### src/rtl/uart_pkg.sv
// Shared UART constants and types for the transmitter/receiver pair.
package uart_pkg;

  localparam int unsigned DATA_WIDTH_DEFAULT = 8;

  // Start bit + data bits + stop bit.
  localparam int unsigned FRAME_LEN = DATA_WIDTH_DEFAULT + 2;

  typedef enum logic [1:0] {
    IDLE,
    DATA,
    STOP,
    RECOVER
  } rx_state_t;

endpackage

### src/rtl/uart_rx_hold.sv
// One-entry valid/ready holding register for received bytes.
// A completed frame arriving while the register is full and not being
// drained is dropped, and overrun pulses for one cycle.
module uart_rx_hold
  import uart_pkg::*;
#(
  parameter int unsigned DATA_WIDTH = DATA_WIDTH_DEFAULT
) (
  input  logic                  CLK,
  input  logic                  RESET,
  input  logic                  load,
  input  logic [DATA_WIDTH-1:0] load_data,
  input  logic                  ready,
  output logic [DATA_WIDTH-1:0] data,
  output logic                  valid,
  output logic                  overrun,
  output logic                  drop
);

  // A new byte is lost only when the held byte is neither empty nor consumed now.
  assign drop = load && valid && !ready;

  // Load / consume / overrun register.
  always_ff @(posedge CLK or posedge RESET) begin
    if (RESET) begin
      data    <= '0;
      valid   <= 1'b0;
      overrun <= 1'b0;
    end else begin
      overrun <= drop;
      if (load && !drop) begin
        data  <= load_data;
        valid <= 1'b1;
      end else if (valid && ready) begin
        valid <= 1'b0;
      end
    end
  end

endmodule

### src/rtl/uart_receiver.sv
// Serial-to-parallel UART receive stage: one bit per clock, MSB first,
// stop-bit check, break recovery, and a one-entry output holding register.
module uart_receiver
  import uart_pkg::*;
#(
  parameter int unsigned DATA_WIDTH = DATA_WIDTH_DEFAULT
) (
  input  logic                  CLK,
  input  logic                  RESET,
  input  logic                  rx,
  output logic [DATA_WIDTH-1:0] data,
  output logic                  valid,
  input  logic                  ready,
  output logic                  framing_error,
  output logic                  overrun,
  output logic [7:0]            error_count
);

  localparam int unsigned CW = (DATA_WIDTH > 1) ? $clog2(DATA_WIDTH) : 1;
  localparam logic [CW-1:0] LAST_BIT = CW'(DATA_WIDTH - 1);

  rx_state_t             state;
  rx_state_t             state_next;
  logic [CW-1:0]         bit_cnt;
  logic [DATA_WIDTH-1:0] shreg;
  logic                  shift_en;
  logic                  frame_good;
  logic                  frame_bad;
  logic                  drop;

  // State register.
  always_ff @(posedge CLK or posedge RESET) begin
    if (RESET) state <= IDLE;
    else       state <= state_next;
  end

  // Next-state logic; RECOVER holds off start detection through a break.
  always_comb begin
    state_next = state;
    unique case (state)
      IDLE:    if (!rx) state_next = DATA;
      DATA:    if (bit_cnt == LAST_BIT) state_next = STOP;
      STOP:    state_next = rx ? IDLE : RECOVER;
      RECOVER: if (rx) state_next = IDLE;
      default: state_next = IDLE;
    endcase
  end

  // Decoded FSM outputs.
  always_comb begin
    shift_en   = (state == DATA);
    frame_good = (state == STOP) && rx;
    frame_bad  = (state == STOP) && !rx;
  end

  // Shift register and bit counter; counter is cleared outside DATA.
  always_ff @(posedge CLK or posedge RESET) begin
    if (RESET) begin
      shreg   <= '0;
      bit_cnt <= '0;
    end else if (shift_en) begin
      shreg   <= {shreg[DATA_WIDTH-2:0], rx};
      bit_cnt <= bit_cnt + 1'b1;
    end else begin
      bit_cnt <= '0;
    end
  end

  // Framing-error pulse and saturating error counter.
  always_ff @(posedge CLK or posedge RESET) begin
    if (RESET) begin
      framing_error <= 1'b0;
      error_count   <= '0;
    end else begin
      framing_error <= frame_bad;
      if ((frame_bad || drop) && (error_count != '1))
        error_count <= error_count + 8'd1;
    end
  end

  uart_rx_hold #(
    .DATA_WIDTH(DATA_WIDTH)
  ) u_hold (
    .CLK       (CLK),
    .RESET     (RESET),
    .load      (frame_good),
    .load_data (shreg),
    .ready     (ready),
    .data      (data),
    .valid     (valid),
    .overrun   (overrun),
    .drop      (drop)
  );

endmodule

### config.mk
export PLATFORM = sky130hd
export DESIGN_NAME = uart_receiver
export DESIGN_NICKNAME = d
export VERILOG_FILES = /design/src/rtl/uart_pkg.sv /design/src/rtl/uart_rx_hold.sv /design/src/rtl/uart_receiver.sv
export SDC_FILE = /design/constraint.sdc
export NUM_CORES = 1
export LEC_CHECK = 0
export BUFFER_PORTS_ARGS = -buffer_cell sky130_fd_sc_hd__buf_4
export CAP_MARGIN = 20
export CORE_MARGIN = 4
export CORE_UTILIZATION = 32
export CTS_BUF_LIST = sky130_fd_sc_hd__clkbuf_4 sky130_fd_sc_hd__clkbuf_8
export DETAILED_ROUTE_END_ITERATION = 8
export HOLD_SLACK_MARGIN = 0.02
export PLACE_DENSITY = 0.57
export SLEW_MARGIN = 5
export SYNTH_ARGS = -nofsm -noshare
export SYNTH_HDL_FRONTEND = slang
export SYNTH_HIERARCHICAL = 1
export SYNTH_SLANG_ARGS = --single-unit
### constraint.sdc
create_clock -name CLK -period 1.8 [get_ports CLK]
set_clock_uncertainty 0.05 [all_clocks]
set_input_delay 0.27 -clock CLK [delete_from_list [all_inputs] [get_ports CLK]]
set_output_delay 0.27 -clock CLK [all_outputs]
set_load 0.005 [all_outputs]
After elaboration in Yosys (flattened, before gate mapping) --
Index checks and enable logic that the tools add are counted.
Cells by class: add/subtract/negate cells 2, eq/ne operators 8, mux-type cells 8, reductions and logical operators 14
Operator list (number):
- 8-bit by 1-bit adder with 8-bit output, second input constant | 1
- 2-bit 2-to-1 mux | 4
- 8-bit != test, second input constant | 1
- 2-bit case mux with 4 select lines | 1
- 1-bit logical AND | 7
- 2-bit == test, second input constant | 2
- 2-bit != test, second input constant | 2
- 3-bit by 1-bit adder with 3-bit output, second input constant | 1
- 3-bit == test, second input constant | 1
- 1-bit logical NOT | 3
- 3-bit 2-to-1 mux | 1
- 3-bit AND reduction | 1
- 2-bit by 1-bit == test with 1-bit output, second input constant | 1
- 2-bit logical NOT | 1
- 1-bit 2-to-1 mux | 2
- 2-bit by 1-bit != test with 1-bit output, second input constant | 1
- 2-bit nonzero test | 1
- 1-bit logical OR | 1
Word-level totals: flip-flop bits (word level) 32, input bits 4, output and inout port bits 19, word-level logic and storage cells 40

Logic depth before layout (Yosys ltp) --
word-level depth 7, depth in mapped cells 6, mapped depth without buffers 6

Cells and area by module --
The synthesis kept the hierarchy.
By module, submodules not included:
- uart_receiver | times used 1, cells an instance 78, area an instance 960.9 um2
- uart_rx_hold | times used 1, cells an instance 24, area an instance 410.4 um2

Worst setup path after synthesis --
No wires, ideal clock.
path kind flip-flop to flip-flop, from register state[0], to register error_count[7], library setup time 125 ps, arrival time 1545 ps, data required time 1625 ps, setup slack 80 ps, cell stages (with the launch flop) 7, path buffers 0, cells stage by stage dfrtp_1 and3b_2 inv_1 nor2_1 nor2_1 nor3_1 mux2_2
On the way: longest elaborated chain between the ends 6, elaborated cells between the ends (all ways) 7, classes of those cells eq/ne (1); reduce/logical (6)
Ends and longest elaborated chain:
- from (decl) | RTL line uart_receiver.sv:22 | rx_state_t state;
- from (signal assigned) | RTL line uart_receiver.sv:34 | else state <= state_next;
- 2-bit == test | RTL line uart_receiver.sv:52 | frame_good = (state == STOP) && rx;
- 1-bit logical AND | RTL line uart_receiver.sv:52
- net frame_good | RTL line uart_receiver.sv:27 | logic frame_good;
- 1-bit logical AND (2 in series) | RTL line uart_rx_hold.sv:21 | assign drop = load && valid && !ready;
- net drop | RTL line uart_receiver.sv:29 | logic drop;
- 1-bit logical OR | RTL line uart_receiver.sv:76 | if ((frame_bad || drop) && (error_count != '1))
- 1-bit logical AND | RTL line uart_receiver.sv:76
- to (signal assigned) | RTL line uart_receiver.sv:77 | error_count <= error_count + 8'd1;
- to (decl) | RTL line uart_receiver.sv:16 | output logic [7:0] error_count
The timed path passes the listed nets, and every way through them passes these cells. A chain may end at the register's enable or synchronous reset.

Worst setup path in the final report --
Same ends and word-level chain as after synthesis.

==> flow_summary.json <==
{
  "worstPathMaxFanout": 4,
  "muxShareOfSynthArea_pct": 19.2,
  "hold_end": "framing_error",
  "core-area_sq_um": 4090,
  "dr_total_vias": 847,
  "clock_tree.root_cell": "clkbuf_8",
  "min-delay-start": "rx",
  "grt_pass1_vias": 879,
  "synth.most_common_cell": "dfrtp_1",
  "synth_compound_area_share_pct": 4.11,
  "tightest_slew_ps": 392,
  "syn_avg_cell_area_sq_um": 13.4,
  "fmax_ghz": 0.597,
  "p_leak_nw": 0.885,
  "cts_sinks": 32,
  "synth_xor_area_share_pct": 1.28,
  "antenna_found_initial": 0,
  "row_count": 23,
  "synthSimpleGateAreaFrac_pct": 11.8,
  "dieArea_sq_um": 5400,
  "syn-instance-count": 102,
  "whs_ps": 146,
  "critPathKind": "reg -> reg",
  "slew_viol_final": 0,
  "synth_top_area_cell": "dfrtp_1",
  "die_w_um": 73.5,
  "ys_async_sr_fraction_pct": 100,
  "boundaryPins": 23,
  "max-clock-path-buffers": 2,
  "setup_viol": 0,
  "seq_area_sq_um": 801,
  "grt_max_degree": 23,
  "synth_area_sq_um": 1370,
  "multiInputGateArea_sq_um": 538,
  "fin_crit_sh_pct": 93.0,
  "start_util_pct": 33.6,
  "clk_pin_slew_ps": 70,
  "clockPowerShare_pct": 27.3,
  "yosys.area_share.adder_pct": 2.74,
  "synth-seq-area-share_pct": 58.4,
  "finalSetupTns_ps": 0,
  "vdd_drop_max_uv": 578,
  "nFillCells": 382,
  "grt_pass1_wl_um": 4000,
  "grt_usage_pct": 10.1,
  "fin_cells": 188,
  "hold_class": "in -> reg",
  "area_growth_pct": 28.6,
  "port-buffer-count": 22,
  "powerDensity_nw_per_um2": 1430,
  "synth_edf_count": 0,
  "reg2reg_from": "state[0]",
  "critical_path_required_ps": 1930,
  "numCtsBuffers": 5,
  "ys_ff_latch": 32,
  "switchingPower_mw": 0.663,
  "ant_nets": 0,
  "yosys_most_used_dff": "dfrtp_1",
  "cp-startpoint": "state[0]",
  "synth.area.top_cells": "dfrtp_1, mux2_4, mux2_2, ha_1, nor2_1",
  "htreeDepth": 2,
  "combPwrFrac_pct": 29.4,
  "cts_tree": "built",
  "clk_latency_ps": 290,
  "via_per_inst": 4.51,
  "drv_cap": 0,
  "swShare_pct": 26.3,
  "avgRoutedWirePerCell_um": 12.5,
  "worstSetupEndpointType": "flip-flop",
  "crit_arrival_ps": 1800,
  "grt_remaining_overflow": 0,
  "die_y_um": 73.5,
  "nNetsFinal": 144,
  "syn_nets": 109,
  "r2r_slack_ps": 130,
  "place_inst": 179,
  "reg2reg_to": "error_count[7]",
  "post_cts_buffers": 0,
  "reg2regPathDepth": 6,
  "rsz0062_at_grt": "false",
  "intPower_mw": 1.86,
  "drt_iter0_drc": 29,
  "dp_hpwl_um": 1720,
  "drive_gt1_share_pct": 44.9,
  "outcome": "completed",
  "antenna_cells": 0,
  "wl_um": 2350,
  "layout_min_cycle_time_ps": 1670,
  "synth_top_family_by_area": "multiplexers",
  "seqPwrFrac_pct": 43.3,
  "hold_viol": 0,
  "max_slew_margin_pct": 73.8,
  "ys_top_cells_by_count": "dfrtp_1, mux2_2, nor2_1, inv_1, mux2_4",
  "hold_depth": 2,
  "ys_warn_count": 6,
  "synth_cell_types": 25,
  "startpoint_type": "flip-flop",
  "route.detailed.drc": 0,
  "yosysTopAreaCellShare_pct": 58.4,
  "place_congestion": 0.820,
  "dr.pass1.iters": 4
}
[state kept, by name, summed over array words and instances (netlist names)]
name and flops:
bit_cnt 3, error_count 8, framing_error 1, shreg 8
state 2, u_hold/data 8, u_hold/overrun 1, u_hold/valid 1
[power groups by stage]
stage / clock [mW] / combinational, mW / sequential (mW)
after CTS: 0.708 / 0.759 / 1.10
final: 0.689 / 0.741 / 1.09
after detailed placement: 0 / 0.754 / 1.11
after global placement: 0 / 0.738 / 1.10
after global routing: 0.734 / 0.812 / 1.13
after floorplan: 0 / 0.482 / 1.11
[cell families (layout without fill, tap and decap cells)]
logic type | count (synthesis) | after routing
flip-flops | 32 | 32
AND/OR/NAND/NOR | 27 | 27
multiplexers | 21 | 21
buffers and inverters | 9 | 45
AO/OA/AOI/OAI | 8 | 8
adder cells (fa/ha/maj) | 3 | 3
XOR/XNOR | 2 | 2
[placed cells by master (no fill, tap or decap), types with 2 or more instances in the layout]
cell	count
nand3_1	2
mux2_4	8
inv_1	8
ha_1	3
xnor2_1	2
mux2_2	10
nand4_1	2
buf_4	28
nor2_1	9
nand2_1	4
a21oi_1	4
a31oi_1	2
mux2i_1	3
dfrtp_1	32
clkbuf_8	5
[cell type report]
type	count	share of cell area, %
clock buffer	6	4.33
clock inverter	2	1.99
inverter	8	1.70
multi-input combinational	61	30.5
sequential	32	45.4
tap	50	3.55
timing repair buffer	29	12.5
[worst max-delay path by stage]
stage / end / depth (start not counted)
floorplan: error_count[7] / 6
global placement: error_count[7] / 6
detailed placement: error_count[7] / 6
CTS: error_count[7] / 6
global route: error_count[1] / 5
finish: error_count[7] / 6
[routing by layer]
layer  vias to the layer above  track usage (%)  share of wire [%]
li1                        418                -                  -
met4                         0             6.24                2.8
met5                         -                0                  0
met2                        18             15.8                 47
met3                         6             3.69                5.1
met1                       405             11.5                 45
[metrics by stage]
step | cell area, sq um | utilization [%] | setup slack (ps) | power [mW]
6_report | 1760 | 43.1 | 125 | 2.52
2_1_floorplan | 1370 | - | 80.2 | 1.59
5_1_grt | 1760 | 43.1 | 18.2 | 2.67
3_3_place_gp | 1640 | 40.1 | 106 | 1.84
3_5_place_dp | 1640 | 40.1 | 52.8 | 1.87
4_1_cts | 1760 | 43.1 | 44.3 | 2.57
[critical path: stages (launching register included)]
cell and delay (ps):
dfrtp_1 370, and3b_2 260, inv_1 60, nor2_2 170, nor2_1 80, nor3_1 210, mux2_2 360
[what timing repair did]
item | in CTS | in global routing
gates resized for setup | 0 | 1
setup endpoints to repair | 0 | 1
endpoints found under the hold margin | 32 | 0
hold buffers | 1 | 0
Power figures use the tool's default switching activity.
